## src/rtl/fetch_unit_if.sv

```systemverilog
// Bundle of the fetch unit's memory-client port, execute-stage instruction port and redirect request.
// The fetch unit is the master; the host memory, the consumer and the redirect source are the slave side.
interface fetch_unit_if;
  logic [2:0]  cCommand;
  logic [31:0] cAddress;
  logic [31:0] cData;
  logic        hReady;
  logic        hSignal;
  logic [31:0] hData;

  // Valid/ready rule: an instruction moves on a clock edge where both instValid and instReady
  // are 1. instValid and the payload come only from registers and stay put until that transfer;
  // instReady may change freely. A redirect in the same cycle cancels the transfer.
  logic        instValid;
  logic        instReady;
  logic [31:0] instData;
  logic [31:0] instPC;
  logic        instFault;

  logic        redirectValid;
  logic [31:0] redirectPC;

  modport master (
    output cCommand, cAddress, cData, instValid, instData, instPC, instFault,
    input  hReady, hSignal, hData, instReady, redirectValid, redirectPC
  );

  modport slave (
    input  cCommand, cAddress, cData, instValid, instData, instPC, instFault,
    output hReady, hSignal, hData, instReady, redirectValid, redirectPC
  );
endinterface

```

## src/rtl/fetch_unit.sv

```systemverilog
// Instruction-fetch front end: one outstanding word read, a DEPTH-entry prefetch queue,
// branch redirect with flush, and fault entries for bus errors and misaligned PCs.
module fetch_unit #(
  parameter logic [31:0] RESET_PC    = 32'h800,
  parameter int          DEPTH       = 4,
  parameter int          COUNT_WIDTH = 64
) (
  input  logic                   clock,
  input  logic                   reset,
  fetch_unit_if.master           bus,
  output logic [1:0]             state,
  output logic [COUNT_WIDTH-1:0] tickCount
);
  localparam int PTR_W = $clog2(DEPTH);
  localparam int CNT_W = PTR_W + 1;

  localparam logic [2:0] MemoryInterfaceCommandNOP      = 3'd0;
  localparam logic [2:0] MemoryInterfaceCommandReadWord = 3'd1;

  typedef enum logic [1:0] {
    INIT  = 2'd0,
    ISSUE = 2'd1,
    WAIT  = 2'd2,
    HALT  = 2'd3
  } fetch_state_t;

  fetch_state_t            fsm;
  logic [31:0]             pc;
  logic [2:0]              command;
  logic [31:0]             address;
  logic                    discard;
  logic [COUNT_WIDTH-1:0]  ticks;

  logic [31:0]             q_pc   [DEPTH];
  logic [31:0]             q_data [DEPTH];
  logic [DEPTH-1:0]        q_fault;
  logic [PTR_W-1:0]        rd_ptr;
  logic [PTR_W-1:0]        wr_ptr;
  logic [CNT_W-1:0]        count;

  logic                    redirect;
  logic                    completion;
  logic                    has_room;
  logic                    pop;
  logic                    push;
  logic [31:0]             push_pc;
  logic [31:0]             push_data;
  logic                    push_fault;

  always_comb begin
    redirect   = bus.redirectValid && (fsm != INIT);
    completion = (fsm == WAIT) && bus.hReady;
    // count never exceeds DEPTH, a power of two, so its top bit is set only when full.
    has_room   = !count[CNT_W-1];
    pop        = (count != '0) && bus.instReady && !redirect;
    push       = 1'b0;
    push_pc    = pc;
    push_data  = bus.hData;
    push_fault = bus.hSignal;
    if (!redirect) begin
      if ((fsm == ISSUE) && (pc[1:0] != 2'b00) && has_room) begin
        push       = 1'b1;
        push_data  = 32'd0;
        push_fault = 1'b1;
      end else if (completion && !discard) begin
        push = 1'b1;
      end
    end
  end

  always_ff @(posedge clock) begin
    if (push) begin
      q_pc[wr_ptr]    <= push_pc;
      q_data[wr_ptr]  <= push_data;
      q_fault[wr_ptr] <= push_fault;
    end
  end

  always_ff @(posedge clock) begin
    if (reset) begin
      fsm     <= INIT;
      pc      <= RESET_PC;
      command <= MemoryInterfaceCommandNOP;
      address <= 32'd0;
      discard <= 1'b0;
      ticks   <= '0;
      rd_ptr  <= '0;
      wr_ptr  <= '0;
      count   <= '0;
    end else begin
      ticks <= (fsm == INIT) ? '0 : ticks + COUNT_WIDTH'(1);

      if (redirect) begin
        rd_ptr <= '0;
        wr_ptr <= '0;
        count  <= '0;
      end else begin
        if (push) wr_ptr <= wr_ptr + PTR_W'(1);
        if (pop)  rd_ptr <= rd_ptr + PTR_W'(1);
        count <= count + CNT_W'(push) - CNT_W'(pop);
      end

      case (fsm)
        INIT: begin
          pc      <= RESET_PC;
          command <= MemoryInterfaceCommandNOP;
          fsm     <= ISSUE;
        end
        ISSUE: begin
          if (redirect) begin
            pc <= bus.redirectPC;
          end else if (pc[1:0] == 2'b00) begin
            if ((command == MemoryInterfaceCommandNOP) && bus.hReady && has_room) begin
              address <= pc;
              command <= MemoryInterfaceCommandReadWord;
              fsm     <= WAIT;
            end
          end else if (has_room) begin
            fsm <= HALT;
          end
        end
        WAIT: begin
          if (redirect) begin
            pc <= bus.redirectPC;
            if (bus.hReady) begin
              command <= MemoryInterfaceCommandNOP;
              discard <= 1'b0;
              fsm     <= ISSUE;
            end else begin
              // The read already on the bus belongs to the old stream; swallow it when it lands.
              discard <= 1'b1;
            end
          end else if (bus.hReady) begin
            command <= MemoryInterfaceCommandNOP;
            discard <= 1'b0;
            if (discard) begin
              fsm <= ISSUE;
            end else if (bus.hSignal) begin
              fsm <= HALT;
            end else begin
              pc  <= pc + 32'd4;
              fsm <= ISSUE;
            end
          end
        end
        HALT: begin
          if (redirect) begin
            pc  <= bus.redirectPC;
            fsm <= ISSUE;
          end
        end
        default: fsm <= INIT;
      endcase
    end
  end

  assign bus.cCommand  = command;
  assign bus.cAddress  = address;
  assign bus.cData     = 32'd0;
  assign bus.instValid = (count != '0);
  assign bus.instPC    = q_pc[rd_ptr];
  assign bus.instData  = q_data[rd_ptr];
  assign bus.instFault = q_fault[rd_ptr];
  assign state         = fsm;
  assign tickCount     = ticks;
endmodule

```

## src/flat_wrapper.sv

```systemverilog
// flat-port wrapper written by rule: the top's interface ports become plain ports
module fetch_unit_flat 
#(
  parameter logic [31:0] RESET_PC    = 32'h800,
  parameter int          DEPTH       = 4,
  parameter int          COUNT_WIDTH = 64
)
  (clock, reset, state, tickCount, bus_cCommand, bus_cAddress, bus_cData, bus_instValid, bus_instData, bus_instPC, bus_instFault, bus_hReady, bus_hSignal, bus_hData, bus_instReady, bus_redirectValid, bus_redirectPC);
  fetch_unit_if bus_i ();
  input  logic clock;
  input  logic reset;
  output logic [1:0] state;
  output logic [COUNT_WIDTH-1:0] tickCount;
  output wire logic [$bits(bus_i.cCommand)-1:0] bus_cCommand;
  output wire logic [$bits(bus_i.cAddress)-1:0] bus_cAddress;
  output wire logic [$bits(bus_i.cData)-1:0] bus_cData;
  output wire logic [$bits(bus_i.instValid)-1:0] bus_instValid;
  output wire logic [$bits(bus_i.instData)-1:0] bus_instData;
  output wire logic [$bits(bus_i.instPC)-1:0] bus_instPC;
  output wire logic [$bits(bus_i.instFault)-1:0] bus_instFault;
  input wire logic [$bits(bus_i.hReady)-1:0] bus_hReady;
  input wire logic [$bits(bus_i.hSignal)-1:0] bus_hSignal;
  input wire logic [$bits(bus_i.hData)-1:0] bus_hData;
  input wire logic [$bits(bus_i.instReady)-1:0] bus_instReady;
  input wire logic [$bits(bus_i.redirectValid)-1:0] bus_redirectValid;
  input wire logic [$bits(bus_i.redirectPC)-1:0] bus_redirectPC;
  assign bus_cCommand = bus_i.cCommand;
  assign bus_cAddress = bus_i.cAddress;
  assign bus_cData = bus_i.cData;
  assign bus_instValid = bus_i.instValid;
  assign bus_instData = bus_i.instData;
  assign bus_instPC = bus_i.instPC;
  assign bus_instFault = bus_i.instFault;
  assign bus_i.hReady = bus_hReady;
  assign bus_i.hSignal = bus_hSignal;
  assign bus_i.hData = bus_hData;
  assign bus_i.instReady = bus_instReady;
  assign bus_i.redirectValid = bus_redirectValid;
  assign bus_i.redirectPC = bus_redirectPC;
  fetch_unit #(.RESET_PC(RESET_PC), .DEPTH(DEPTH), .COUNT_WIDTH(COUNT_WIDTH)) u_core (.clock(clock), .reset(reset), .bus(bus_i), .state(state), .tickCount(tickCount));
endmodule
```

## config.mk

```make
export PLATFORM = sky130hd
export DESIGN_NAME = fetch_unit_flat
export DESIGN_NICKNAME = d
export VERILOG_FILES = /design/src/rtl/fetch_unit_if.sv /design/src/rtl/fetch_unit.sv /design/src/flat_wrapper.sv
export SDC_FILE = /design/constraint.sdc
export NUM_CORES = 1
export LEC_CHECK = 0
export BUFFER_PORTS_ARGS = -buffer_cell sky130_fd_sc_hd__buf_2
export CAP_MARGIN = 15
export CORE_ASPECT_RATIO = 1.5
export CORE_MARGIN = 2
export CORE_UTILIZATION = 40
export CTS_CLUSTER_DIAMETER = 150
export DETAILED_ROUTE_END_ITERATION = 8
export PLACE_DENSITY = 0.65
export SETUP_SLACK_MARGIN = 0.4
export SLEW_MARGIN = 20
export SYNTH_ARGS = -nofsm -noshare
export SYNTH_HDL_FRONTEND = slang
export SYNTH_SLANG_ARGS = --single-unit
```

## constraint.sdc

```tcl
create_clock -name clock -period 10.8 [get_ports clock]
set_input_delay 3.24 -clock clock [delete_from_list [all_inputs] [get_ports clock]]
set_output_delay 3.24 -clock clock [all_outputs]
set_load 0.05 [all_outputs]
```

==> out/results.txt <==
status - complete, no violations
YS warnings - 0
HPWL Detailed - 26500 um
DRC - 0
Post-DP Area - 18100 um^2
Vias/cell - 5.48
Hold Crit Depth - 2
Final WS setup - 4.62 ns
unrepaired setup endpoints after global routing - no
nets@finish - 1554
DIE WIDTH - 170 um
core area - 41000 um^2
routed len/inst - 20.3 um
CTS H-tree lvls - 2
cell row count - 91
cts hold-fix bufs - 0
Seq/Total Area, Yosys - 64.3%
cts bufs inserted - 41
number of enable flip-flop cells after synthesis - 260
Routed Antenna Nets - 0
clock latency on the worst-skew pair - 0.56 ns
fmax - 162 MHz
Hold Vio Cnt, Final - 0
Slew HR - 20.5%
CP Data Required Time - 7.56 ns
Port Buf Inserts - 234
gr usage total - 18.6%
Clock transition at path regs - 0.06 ns
largest net degree at the start of global routing - 66
Worst-Margin Slew - 1.18 ns
max-cap violation count - 0
CTS sink count - 401
Synth Flop Type - edfxtp_1
Setup-failing EPs final - 0
Setup CP Type - register to output pin
Placement Setup Slack - 4.94 ns
CP arrival - 2.94 ns
Clock Skew - 0.0196 ns
share of post-route cells with drive strength above 1 - 25.8%
Final min period - 6.18 ns
clock buffer depth - 3
first-pass GRT wire length - 61400 um
leading cell type in the layout, fill and taps excluded - edfxtp_1
ys async rst share - 0%
register bit total from synthesis - 401
initial antenna violation count - 12
slowest cell delay on critical path - 0.79 ns
Ports - 269
Synth cell types - 65
crit path launch type - register
total wire length - 40900 um
total gr overflow - 0
Total Power - 0.00399 W
leakage power - 6.79 nW
vias in the first global route - 10.7k
period utilization - 57.2%
Max Slew Vio Count - 0
CP Capture Type - output pin
PwrDens - 206 nW/um^2
DR pass1 iterations - 5
via count - 11.0k
Gate Count Post-Synth - 1243
WHS - 0.451 ns
setup TNS - 0 ns
gpl congestion - 0.841
die area - 43000 um^2
CP max FO - 46
most frequent cells in the layout - edfxtp_1 (260), buf_2 (234), dfxtp_1 (139), nand2_1 (123), a21oi_1 (86)
post-synthesis cell area - 16500 um^2
post-cts resize count - 0
syn_area_per_cell - 13.3 um^2
cell area after layout - 19400 um^2
initial DRC count - 694
Worst R2R Path Depth - 7
post-CTS setup buffers - 0
Starting Density - 40.3%
CTS tree - done
critical path's slowest cell - buf_4
Root Buffer - clkbuf_16
cells along the critical path - buf_4 > mux4_2 > buf_2
Layout area overhead - 17.2%
peak supply drop - 0.124 mV
die height - 253 um
Worst Hold Class - register to register
-- worst paths after layout --
path	startpoint	endpoint	slack, ns
setup / recovery	register	bus_instPC[30]	4.62
hold / removal	u_core.bus.cAddress[21]	u_core.bus.cAddress[21]	0.45
setup reg to reg	u_core.state[0]	u_core.q_pc[2][2]	7.42
hold reg to reg	u_core.bus.cAddress[21]	u_core.bus.cAddress[21]	0.45
-- cells by family after synthesis --
kind of cell	synth area share [%]
flops	64.3
simple gates	13.0
xor+xnor	2.17
compound gates	6.87
fa+ha+maj	1.11
mux	9.16
buf+inv	3.37
other cells	0.0227
-- where the power goes --
group | switching [W] | internal (W)
clock network | 0.000596 | 0.000763
registers | 0.0000811 | 0.00171
logic | 0.000590 | 0.000249
-- state kept, by name (all words and copies together), names as in the netlist, named ones only --
name / count
u_core.bus.cAddress: 32
u_core.bus.cCommand: 1
u_core.count: 3
u_core.discard: 1
u_core.pc: 32
u_core.q_data: 128
u_core.q_fault: 4
u_core.q_pc: 128
u_core.rd_ptr: 2
u_core.state: 2
u_core.tickCount: 64
u_core.wr_ptr: 2
-- worst max-delay path, delay by kind of cell, from the launching register on --
kind / cells / cell delay, ns
buffers and inverters: 2 / 1.03
flip-flops: 1 / 0.59
multiplexers: 1 / 0.67
-- per-stage QoR --
step	util [%]	cells
6_report	47.3	2012
5_1_grt	47.3	2011
4_1_cts	47.2	2010
3_5_place_dp	44.1	1937
3_3_place_gp	44.1	1937
2_1_floorplan	-	1276
-- routing by layer --
layer,wire (um),GRT usage (%),up-vias
li1,-,-,5099
met1,15000,20.6,5426
met2,21500,33.9,399
met3,3350,5.86,76
met4,862,5.35,22
met5,146,0,-
-- Yosys cell counts, drive strengths merged (4+ instances only) --
cell type | count | area (um^2)
a21oi | 86 | 430
a221o | 4 | 40.0
a22oi | 9 | 67.6
a31oi | 8 | 50.1
and2 | 6 | 37.5
and3 | 19 | 119
and4 | 7 | 61.3
buf | 43 | 298
clkbuf | 49 | 184
dfxtp | 141 | 2820
edfxtp | 260 | 7810
ha | 13 | 163
inv | 19 | 71.3
mux2i | 5 | 50.1
mux4 | 65 | 1460
nand2 | 123 | 462
nand3 | 43 | 215
nand4 | 29 | 188
nor2 | 65 | 244
nor2b | 33 | 206
nor3 | 15 | 80.1
nor4 | 13 | 93.8
o211ai | 5 | 37.5
o21ai | 35 | 175
o22ai | 4 | 25.0
o31ai | 17 | 128
or3 | 27 | 169
or4 | 17 | 128
xnor2 | 15 | 131
xor2 | 26 | 228
-- area by class of cell --
type	instances	area (um^2)
Antenna cell	1	2.50
Clock buffer	56	1120
Clock inverter	17	168
Fill cell	3673	21600
Inverter	20	75.1
Multi-Input combinational cell	763	5490
Sequential cell	401	10600
Tap cell	511	639
Timing Repair Buffer	243	1240
No activity file was read; power rests on OpenSTA's default activity.
